==> src/rtl/key_event_pkg.sv <==
// key_event_pkg: shared constants and types for the key event generator.
//   KEY_* : bit index of each button inside key_n
//   rpt_state_e : auto-repeat state machine encoding for the change key
package key_event_pkg;

  localparam int NUM_KEYS   = 3;
  localparam int KEY_CHANGE = 0;
  localparam int KEY_ENTER  = 1;
  localparam int KEY_CANCEL = 2;

  typedef enum logic [1:0] {
    IDLE   = 2'd0,
    DELAY  = 2'd1,
    REPEAT = 2'd2
  } rpt_state_e;

endpackage

==> src/rtl/key_event_gen_if.sv <==
// key_event_gen_if: button-event bus from the input conditioner to the
// operand-select / result-display state machine.
//   change, enter, cancel : one-cycle event pulses, never two in one cycle
//   number_q              : operand captured on the enter pulse
//   master = producer (key_event_gen), slave = consumer
interface key_event_gen_if #(
  parameter int NUM_W = 5
);
  logic             change;
  logic             enter;
  logic             cancel;
  logic [NUM_W-1:0] number_q;

  modport master (output change, enter, cancel, number_q);
  modport slave  (input  change, enter, cancel, number_q);
endinterface

==> src/rtl/key_debounce.sv <==
// key_debounce: 2-flop synchroniser + debouncer for one active-low button.
//   clk, rst_n : clock, async active-low reset
//   key_n      : raw button level (0 = pressed)
//   stable     : debounced level (1 = released), resets released
//   press      : combinational, high in the cycle before the edge at which
//                stable flips released -> pressed, so the caller can register
//                its event on that same edge
module key_debounce #(
  parameter int DEBOUNCE_CYCLES = 500000
) (
  input  logic clk,
  input  logic rst_n,
  input  logic key_n,
  output logic stable,
  output logic press
);

  localparam int CW = $clog2(DEBOUNCE_CYCLES + 1);

  logic [1:0]    sync;
  logic [CW-1:0] cnt;
  logic          diff;
  logic          flip;

  assign diff  = sync[1] != stable;
  // The flip edge is the one that would take the counter to DEBOUNCE_CYCLES,
  // so the counter itself never has to hold that value.
  assign flip  = diff && (cnt == CW'(DEBOUNCE_CYCLES - 1));
  assign press = flip && stable;

  always_ff @(posedge clk or negedge rst_n) begin
    if (!rst_n) sync <= 2'b11;
    else        sync <= {sync[0], key_n};
  end

  always_ff @(posedge clk or negedge rst_n) begin
    if (!rst_n) begin
      cnt    <= '0;
      stable <= 1'b1;
    end else if (!diff) begin
      cnt    <= '0;
    end else if (flip) begin
      cnt    <= '0;
      stable <= ~stable;
    end else begin
      cnt    <= cnt + CW'(1);
    end
  end

endmodule

==> src/rtl/key_event_gen.sv <==
// key_event_gen: turns three raw active-low buttons and the number switches
// into arbitrated, spaced event pulses with auto-repeat on change.
//   clk, rst_n : clock, async active-low reset
//   key_n      : raw buttons, bit 0 change, bit 1 enter, bit 2 cancel (0 = pressed)
//   number     : raw number switches
//   ev         : event bus (change/enter/cancel pulses, captured number_q)
module key_event_gen
  import key_event_pkg::*;
#(
  parameter int DEBOUNCE_CYCLES = 500000,
  parameter int REPEAT_DELAY    = 25000000,
  parameter int REPEAT_PERIOD   = 10000000,
  parameter int NUM_W           = 5
) (
  input  logic                clk,
  input  logic                rst_n,
  input  logic [NUM_KEYS-1:0] key_n,
  input  logic [NUM_W-1:0]    number,
  key_event_gen_if.master     ev
);

  localparam int RPT_MAX = (REPEAT_DELAY > REPEAT_PERIOD) ? REPEAT_DELAY : REPEAT_PERIOD;
  localparam int RCW     = $clog2(RPT_MAX + 1);

  logic [NUM_KEYS-1:0] stable;
  logic [NUM_KEYS-1:0] press;

  for (genvar k = 0; k < NUM_KEYS; k++) begin : g_key
    key_debounce #(.DEBOUNCE_CYCLES(DEBOUNCE_CYCLES)) u_db (
      .clk    (clk),
      .rst_n  (rst_n),
      .key_n  (key_n[k]),
      .stable (stable[k]),
      .press  (press[k])
    );
  end

  // ---------------- number synchroniser + capture ----------------
  logic [NUM_W-1:0] num_s1, num_s2, num_q;

  // ---------------- arbitration / spacing ----------------
  logic chg_q, ent_q, can_q, can_pend;
  logic chg_d, ent_d, can_d, pend_d;
  logic busy, can_req, chg_req;

  // ---------------- repeat FSM ----------------
  rpt_state_e     st, st_d;
  logic [RCW-1:0] rcnt, rcnt_d;
  logic           rpt_fire;
  logic           chg_held;

  assign chg_held = !stable[KEY_CHANGE];

  assign busy    = chg_q | ent_q | can_q;
  assign can_req = press[KEY_CANCEL] | can_pend;
  assign chg_req = press[KEY_CHANGE] | rpt_fire;

  // A cycle right after a pulse emits nothing; only cancel survives it, by
  // being parked in can_pend and emitted on the following (free) cycle.
  always_comb begin
    chg_d  = 1'b0;
    ent_d  = 1'b0;
    can_d  = 1'b0;
    pend_d = 1'b0;
    if (busy) begin
      pend_d = can_req;
    end else begin
      can_d = can_req;
      ent_d = !can_req && press[KEY_ENTER];
      chg_d = !can_req && !press[KEY_ENTER] && chg_req;
    end
  end

  always_ff @(posedge clk or negedge rst_n) begin
    if (!rst_n) begin
      chg_q    <= 1'b0;
      ent_q    <= 1'b0;
      can_q    <= 1'b0;
      can_pend <= 1'b0;
      num_s1   <= '0;
      num_s2   <= '0;
      num_q    <= '0;
    end else begin
      chg_q    <= chg_d;
      ent_q    <= ent_d;
      can_q    <= can_d;
      can_pend <= pend_d;
      num_s1   <= number;
      num_s2   <= num_s1;
      if (ent_d) num_q <= num_s2;
    end
  end

  // FSM state register
  always_ff @(posedge clk or negedge rst_n) begin
    if (!rst_n) begin
      st   <= IDLE;
      rcnt <= '0;
    end else begin
      st   <= st_d;
      rcnt <= rcnt_d;
    end
  end

  // FSM output: a repeat slot is due at the terminal count while still held
  always_comb begin
    rpt_fire = 1'b0;
    case (st)
      DELAY:   rpt_fire = chg_held && (rcnt == RCW'(REPEAT_DELAY - 1));
      REPEAT:  rpt_fire = chg_held && (rcnt == RCW'(REPEAT_PERIOD - 1));
      default: rpt_fire = 1'b0;
    endcase
  end

  // FSM next state. A due slot that loses arbitration keeps the counter at
  // its terminal value, so the repeat is retried next cycle rather than
  // waiting a whole period again.
  always_comb begin
    st_d   = st;
    rcnt_d = rcnt;
    if (can_d) begin
      st_d = IDLE;
    end else if (chg_d && press[KEY_CHANGE]) begin
      st_d   = DELAY;
      rcnt_d = '0;
    end else begin
      case (st)
        DELAY: begin
          if (!chg_held)     st_d = IDLE;
          else if (rpt_fire) begin
            if (chg_d) begin
              st_d   = REPEAT;
              rcnt_d = '0;
            end
          end else           rcnt_d = rcnt + RCW'(1);
        end
        REPEAT: begin
          if (!chg_held)     st_d = IDLE;
          else if (rpt_fire) begin
            if (chg_d) rcnt_d = '0;
          end else           rcnt_d = rcnt + RCW'(1);
        end
        default: st_d = IDLE;
      endcase
    end
    if (st_d == IDLE) rcnt_d = '0;
  end

  assign ev.change   = chg_q;
  assign ev.enter    = ent_q;
  assign ev.cancel   = can_q;
  assign ev.number_q = num_q;

endmodule

==> src/flat_wrapper.sv <==
// flat-port wrapper written by rule: the top's interface ports become plain ports
module key_event_gen_flat import key_event_pkg::*;
#(
  parameter int DEBOUNCE_CYCLES = 500000,
  parameter int REPEAT_DELAY    = 25000000,
  parameter int REPEAT_PERIOD   = 10000000,
  parameter int NUM_W           = 5
)
  (clk, rst_n, key_n, number, ev_change, ev_enter, ev_cancel, ev_number_q);
  key_event_gen_if #(.NUM_W(NUM_W)) ev_i ();
  input  logic clk;
  input  logic rst_n;
  input  logic [NUM_KEYS-1:0] key_n;
  input  logic [NUM_W-1:0] number;
  output wire logic [$bits(ev_i.change)-1:0] ev_change;
  output wire logic [$bits(ev_i.enter)-1:0] ev_enter;
  output wire logic [$bits(ev_i.cancel)-1:0] ev_cancel;
  output wire logic [$bits(ev_i.number_q)-1:0] ev_number_q;
  assign ev_change = ev_i.change;
  assign ev_enter = ev_i.enter;
  assign ev_cancel = ev_i.cancel;
  assign ev_number_q = ev_i.number_q;
  key_event_gen #(.DEBOUNCE_CYCLES(DEBOUNCE_CYCLES), .REPEAT_DELAY(REPEAT_DELAY), .REPEAT_PERIOD(REPEAT_PERIOD), .NUM_W(NUM_W)) u_core (.clk(clk), .rst_n(rst_n), .key_n(key_n), .number(number), .ev(ev_i));
endmodule
==> config.mk <==
export PLATFORM = sky130hd
export DESIGN_NAME = key_event_gen_flat
export DESIGN_NICKNAME = d
export VERILOG_FILES = /design/src/rtl/key_event_pkg.sv /design/src/rtl/key_event_gen_if.sv /design/src/rtl/key_debounce.sv /design/src/rtl/key_event_gen.sv /design/src/flat_wrapper.sv
export SDC_FILE = /design/constraint.sdc
export NUM_CORES = 1
export LEC_CHECK = 0
export ABC_CLOCK_PERIOD_IN_PS = 5200
export CAP_MARGIN = 20
export CORE_MARGIN = 1
export CORE_UTILIZATION = 60
export CTS_BUF_LIST = sky130_fd_sc_hd__clkbuf_4 sky130_fd_sc_hd__clkbuf_8
export DETAILED_ROUTE_END_ITERATION = 10
export GPL_ROUTABILITY_DRIVEN = 0
export PLACE_DENSITY = 0.89
export SLEW_MARGIN = 10
export SYNTH_ARGS = -nofsm -noshare
export SYNTH_HDL_FRONTEND = slang
export SYNTH_HIERARCHICAL = 1
export SYNTH_SLANG_ARGS = --single-unit
==> constraint.sdc <==
create_clock -name clk -period 5.2 [get_ports clk]
set_clock_uncertainty 0.15 [all_clocks]
set_input_delay 0.78 -clock clk [delete_from_list [all_inputs] [get_ports clk]]
set_output_delay 0.78 -clock clk [all_outputs]
set_load 0.01 [all_outputs]
==> flow_metrics.tcl, run 1 <==
set metrics [dict create \
    syn_area_mm2 0.00604 \
    synth_nets 603 \
    ys.flop_type "dfrtp_1" \
    track_usage 0.271 \
    diodes 0 \
    core_mm2 0.00977 \
    yosysWarningCount 6 \
    r2r-start "u_core/g_key[0].u_db/cnt[6]" \
    die_y_um 102 \
    cts_made_buffers 9 \
    path_max_fanout 31 \
    post-place-ws_ns 1.06 \
    fp-row-count 36 \
    maxCapViolCount 0 \
    start_kind "flip-flop" \
    synthTopCellsByArea "dfrtp_1 43%, xnor2_1 6.2%, o211ai_1 4.2%" \
    powerDensity_mw_per_mm2 226 \
    drc 0 \
    grt_max_degree 63 \
    critPathRequiredTime_ns 5.26 \
    num_vias 4773 \
    path_clk_slew_ns 0.10 \
    wl_met2_mm 6.46 \
    cts_root_buf "clkbuf_8" \
    cts.htree.levels 3 \
    post-route-cell-area_mm2 0.00646 \
    cts_hold_buf 0 \
    routedWlPerCell_um 17.6 \
    first_iter_violations 295 \
    start_util 0.618 \
    cp_slowest_cell "o22a_1" \
    holdPathEnd "u_core/num_s2[2]" \
    syn_area_per_cell_um2 10.3 \
    dr.max_layer_used "met4" \
    die_w_um 102 \
    drv_slew 0 \
    synthArstFlopShare 1.00 \
    synthCells 587 \
    ant_nets 0 \
    grt_pass1_vias 4788 \
    finalHoldViolCount 0 \
    rsz0062_at_grt "no" \
    syn_to_final_growth_pct 6.94 \
    yosysSeqAreaShare 0.466 \
    finalSetupViolCount 0 \
    place_hpwl_mm 8.44 \
    yosysTopAreaCell "dfrtp_1" \
    antenna_found_initial 0 \
    p_leak_nw 2.37 \
    crit_type "flip-flop to flip-flop" \
    endpoint_kind "flip-flop" \
    worstHoldPathType "flip-flop to flip-flop" \
    max_clock_freq_mhz 238 \
    tightest_slew_ns 1.12 \
    slew_headroom 0.251 \
    worstReg2RegEnd "u_core/rcnt[0]" \
    cp-startpoint "u_core/g_key[0].u_db/cnt[6]" \
    worstPathArrival_ns 4.26 \
    synth_top_area_frac 0.427 \
    r2r_slack_ns 1.0 \
    power_mw 1.46 \
    final_common_cell "dfrtp_1" \
    avgViaCountPerCell 6.58 \
    path_cells "nor4b_2 > nand2_1 > or4_4 > nor3b_1 > a31oi_2 > buf_4 > nand4b_1 > o22a_1 > a22oi_1" \
    slowest_delay_ns 0.78 \
    drt_wl_total_mm 12.8 \
    cts-resized-gates 0 \
    port_buffers 17 \
    cts_sinks 112 \
    drive_gt1_frac 0.125 \
    hold_depth 0 \
    cts_setup_buffers 0 \
    final_cell_mix "103 x dfrtp_1, 59 x nor2_1, 46 x nand3_1" \
    timing.setup.tns_ns 0 \
    dieArea_mm2 0.0105 \
    dr.pass1.iters 5 \
    dr_wl_met3_um 493 \
    synth-edff-count 0 \
    postPlaceCellArea_mm2 0.00627 \
    layout.nets 604 \
    worstHoldStart "u_core/num_s1[2]" \
    cts_buffer_depth 2 \
    crit_family "simple AND/OR/NAND/NOR gates" \
    fin_crit_ns 4.20 \
    wl_met1_mm 5.57 \
    rr_worst_depth 9 \
    yosysUniqueCellTypes 58 \
    grt_remaining_overflow 0 \
    cts_tree "built" \
    clkLatencyLatePin_ns 0.38 \
    final_util 0.661 \
    final.period_utilization 0.808 \
    vdd_drop_max_v 0.000183 \
    fin_ws_ns 0.999 \
    grt_pass1_wl_mm 22.2 \
    status "finished clean" \
    ioPinCount 18 \
    crit_buf_inv 1 \
    yosys_register_bits 112 \
]
[area by class of cell]
| type | instances | area (µm²) |
|---|---|---|
| clock buffers | 9 | 124 |
| clock inverters | 6 | 66.3 |
| fillers | 732 | 3320 |
| inverters | 22 | 82.6 |
| multi-input cells | 421 | 3000 |
| flip-flops and latches | 112 | 2810 |
| well taps | 133 | 166 |
| repair buffers | 22 | 205 |
[metal layers]
metal	vias up	track usage
li1	2190	-
met1	2421	0.337
met2	134	0.457
met3	28	0.0643
met4	0	0.105
met5	-	0
[flip-flops by register name, indices dropped and copies added, names as in the netlist, 2 cells and up]
name,cells
u_core/rcnt,25
u_core/ev.number_q,5
u_core/g_key.u_db/sync,6
u_core/num_s1,5
u_core/st,2
u_core/g_key.u_db/cnt,57
u_core/g_key.u_db/stable,3
u_core/num_s2,5
[worst register-to-register path: stages, from the launching register on]
cell,delay [ns]
dfrtp_1,0.48
nor4b_2,0.26
nand2_1,0.16
or4_4,0.59
nor3b_1,0.77
a31oi_2,0.17
buf_4,0.29
nand4b_1,0.15
o22a_1,0.78
a22oi_1,0.24
[how the worst max path moves through the flow]
stage | endpoint | depth (start not counted)
CTS | u_core/rcnt[0] | 9
detailed placement | u_core/rcnt[0] | 9
floorplan | u_core/rcnt[21] | 10
global route | u_core/rcnt[9] | 9
finish | u_core/rcnt[0] | 9
global placement | u_core/rcnt[3] | 9
[synth_stat cells (all sizes together), types with 9 or more instances]
master  number
dfrtp      103
nor2        59
nand3       46
xnor2       43
o211ai      34
nand4       26
nand2       24
nor3        23
inv         22
nor4        21
clkbuf      20
a22oi       13
a32oi       12
buf         12
dfstp        9
or3          9
[logic make-up after synthesis]
| kind of cell | count (synthesis) | share of synthesized area |
|---|---|---|
| compound gates | 92 | 0.128 |
| simple gates | 261 | 0.258 |
| mux | 11 | 0.0218 |
| fa+ha+maj | 6 | 0.0124 |
| flops | 112 | 0.466 |
| xor+xnor | 51 | 0.0740 |
| buf+inv | 54 | 0.0396 |
[power by group]
| group | leakage [nW] | switching, mW | total, mW | internal (mW) |
|---|---|---|---|---|
| clock | 0.100 | 0.292 | 0.516 | 0.224 |
| combinational | 0.770 | 0.0292 | 0.0443 | 0.0151 |
| sequential | 1.50 | 0.0114 | 0.896 | 0.884 |
[metrics by stage]
step           instances  hold slack, ns
4_1_cts              725           0.213
2_1_floorplan        587           0.181
6_report             725           0.211
3_3_place_gp         710           0.184
3_5_place_dp         710           0.190
5_1_grt              725           0.222
(Power assumes the default switching activity.)
==> inputs of run 2 (changes only) <==
--- a/config.mk
+++ b/config.mk
@@ -5,14 +5,14 @@
 export SDC_FILE = /design/constraint.sdc
 export NUM_CORES = 1
 export LEC_CHECK = 0
-export ABC_CLOCK_PERIOD_IN_PS = 5200
+export ABC_CLOCK_PERIOD_IN_PS = 3400
 export CAP_MARGIN = 20
 export CORE_MARGIN = 1
-export CORE_UTILIZATION = 60
+export CORE_UTILIZATION = 58
 export CTS_BUF_LIST = sky130_fd_sc_hd__clkbuf_4 sky130_fd_sc_hd__clkbuf_8
 export DETAILED_ROUTE_END_ITERATION = 10
 export GPL_ROUTABILITY_DRIVEN = 0
-export PLACE_DENSITY = 0.89
+export PLACE_DENSITY = 0.9
 export SLEW_MARGIN = 10
 export SYNTH_ARGS = -nofsm -noshare
 export SYNTH_HDL_FRONTEND = slang
==> constraint.sdc (replaced) <==
create_clock -name clk -period 3.4 [get_ports clk]
set_clock_uncertainty 0.15 [all_clocks]
set_input_delay 0.51 -clock clk [delete_from_list [all_inputs] [get_ports clk]]
set_output_delay 0.51 -clock clk [all_outputs]
set_load 0.01 [all_outputs]
==> run 2 against run 1 <==
  * Clock power up 58%
  * Routed wire length up 5.2%
  * Largest power group unchanged
  * Register-to-register slack worse by 0.82 ns
  * Sequential share of layout area down 0.99 points
  * Via count up 2.0%
  * Hold slack worse by 0.0034 ns
  * Critical path depth down 3
  * Highest routed layer unchanged
  * Global-route usage down 0.82 points
  * First-iteration DRC count up 34%
  * Non-clock buffer count up 11
  * Maximum frequency up 30%
  * Sequential power up 53%
==> flow_metrics.tcl, run 2 (synthesis results as in run 1) <==
set metrics [dict create \
    status "finished clean" \
    port_buffers 17 \
    regArea_mm2 0.00281 \
    fp-row-count 36 \
    fin_crit_ns 3.22 \
    cts_buffer_depth 2 \
    final_common_cell "dfrtp_1" \
    ioPinCount 18 \
    path_clk_slew_ns 0.09 \
    syn_to_final_growth_pct 9.43 \
    drv_slew 0 \
    first_iter_violations 394 \
    start_util 0.609 \
    cts_sinks 112 \
    drc 0 \
    diodes 0 \
    dieArea_mm2 0.0108 \
    cts_tree "built" \
    finalHoldViolCount 0 \
    multi_input_area_mm2 0.00302 \
    drt_wl_total_mm 13.4 \
    r2r-start "u_core/st[0]" \
    dr.pass1.iters 5 \
    critPathRequiredTime_ns 3.46 \
    die_w_um 104 \
    regMostFlops "u_core/g_key.u_db/cnt" \
    final_cell_mix "103 x dfrtp_1, 59 x nor2_1, 46 x nand3_1" \
    worstHoldPathType "flip-flop to flip-flop" \
    die_y_um 104 \
    final.period_utilization 0.947 \
    grt_max_degree 65 \
    routedWlPerCell_um 18.2 \
    final_util 0.667 \
    worstPathArrival_ns 3.28 \
    max_clock_freq_mhz 311 \
    maxCapViolCount 0 \
    final_cells 738 \
    num-fill-cells 715 \
    start_kind "flip-flop" \
    largest_reg_flops 57 \
    crit_type "flip-flop to flip-flop" \
    clkLatencyLatePin_ns 0.38 \
    reg_top3 "u_core/g_key.u_db/cnt x57, u_core/rcnt x25, u_core/g_key.u_db/sync x6" \
    r2r_slack_ns 0.18 \
    grt_pass1_vias 4903 \
    grt_remaining_overflow 0 \
    rsz0062_at_grt "no" \
    track_usage 0.263 \
    dp.cells 720 \
    place_hpwl_mm 9.01 \
    vdd_drop_max_v 0.000241 \
    worstReg2RegEnd "u_core/rcnt[11]" \
    layout.nets 616 \
    tightest_slew_ns 1.09 \
    cts_made_buffers 9 \
    path_max_fanout 10 \
    finalSetupViolCount 0 \
    holdPathEnd "u_core/num_s2[2]" \
    worstHoldStart "u_core/num_s1[2]" \
    endpoint_kind "flip-flop" \
    slew_headroom 0.263 \
    num_vias 4869 \
    drive_gt1_frac 0.147 \
    antenna_found_initial 0 \
    power_mw 2.26 \
    cts.htree.levels 3 \
    ant_nets 0 \
    p_leak_nw 2.44 \
    hold_depth 0 \
    avgViaCountPerCell 6.60 \
    rr_worst_depth 6 \
    powerDensity_mw_per_mm2 342 \
    core_mm2 0.00991 \
    cts_setup_buffers 0 \
    holdWs_ns 0.207 \
    timing.setup.tns_ns 0 \
    grt_pass1_wl_mm 23.3 \
    cts_root_buf "clkbuf_8" \
]
-- run 2: cell count changes in the layout (fill, tap and decap cells not counted), sizes merged --
| cell | change |
|---|---|
| clkbuf | +3 |
| inv | -2 |
| o41ai | +1 |
| clkinvlp | +1 |
| buf | +10 |
| dlygate4sd3 | +1 |
| clkinv | -1 |
-- run 2: layout make-up --
type,count,area share
tap,133,0.0252
timing repair buffer,33,0.0477
sequential,112,0.426
clock inverter,4,0.00833
inverter,22,0.0125
clock buffer,12,0.0231
multi-input combinational,422,0.457
-- run 2: per-stage QoR --
step | cell area, µm² | setup slack (ns)
2_1_floorplan | 6040 | 0.362
3_3_place_gp | 6360 | 0.235
3_5_place_dp | 6360 | 0.180
4_1_cts | 6580 | 0.112
5_1_grt | 6610 | 0.0185
6_report | 6610 | 0.180
-- run 2: per-layer routing --
layer,vias to the layer above,track usage,routed length [µm]
met2,217,0.444,6820
met4,0,0.100,283
li1,2211,-,-
met5,-,0,0
met3,34,0.0583,808
met1,2407,0.328,5540
-- run 2: what timing repair did --
| action | 4_1_cts | 5_1_grt |
|---|---|---|
| resized for setup | 0 | 3 |
| hold buffers | 1 | 0 |
| endpoints found under the setup margin | 0 | 25 |
| endpoints found under the hold margin | 38 | 0 |
-- run 2: power by group --
group | switching, mW | internal, mW | leakage, nW | total [mW]
logic | 0.0465 | 0.0264 | 0.834 | 0.0728
registers | 0.0177 | 1.35 | 1.50 | 1.37
clock network | 0.433 | 0.382 | 0.104 | 0.814
total | 0.497 | 1.76 | 2.44 | 2.26
-- run 2: worst max path at each step --
| stage | slack, ns | to | cells past startpoint | start |
|---|---|---|---|---|
| after floorplan | 0.36 | u_core/rcnt[21] | 10 | u_core/g_key[2].u_db/cnt[11] |
| after global placement | 0.23 | u_core/rcnt[4] | 7 | u_core/st[0] |
| after detailed placement | 0.18 | u_core/rcnt[9] | 8 | u_core/st[0] |
| after CTS | 0.11 | u_core/rcnt[9] | 11 | u_core/g_key[2].u_db/cnt[1] |
| after global routing | 0.02 | u_core/rcnt[11] | 7 | u_core/st[0] |
| final | 0.18 | u_core/rcnt[11] | 6 | u_core/st[0] |
-- run 2: critical path, cell delays in order (launching register included) --
cell and delay [ns]:
dfrtp_1 0.38, inv_1 0.05, ha_1 0.28, or4_4 0.57
a2111o_1 0.47, o41ai_2 1.00, a32oi_1 0.16
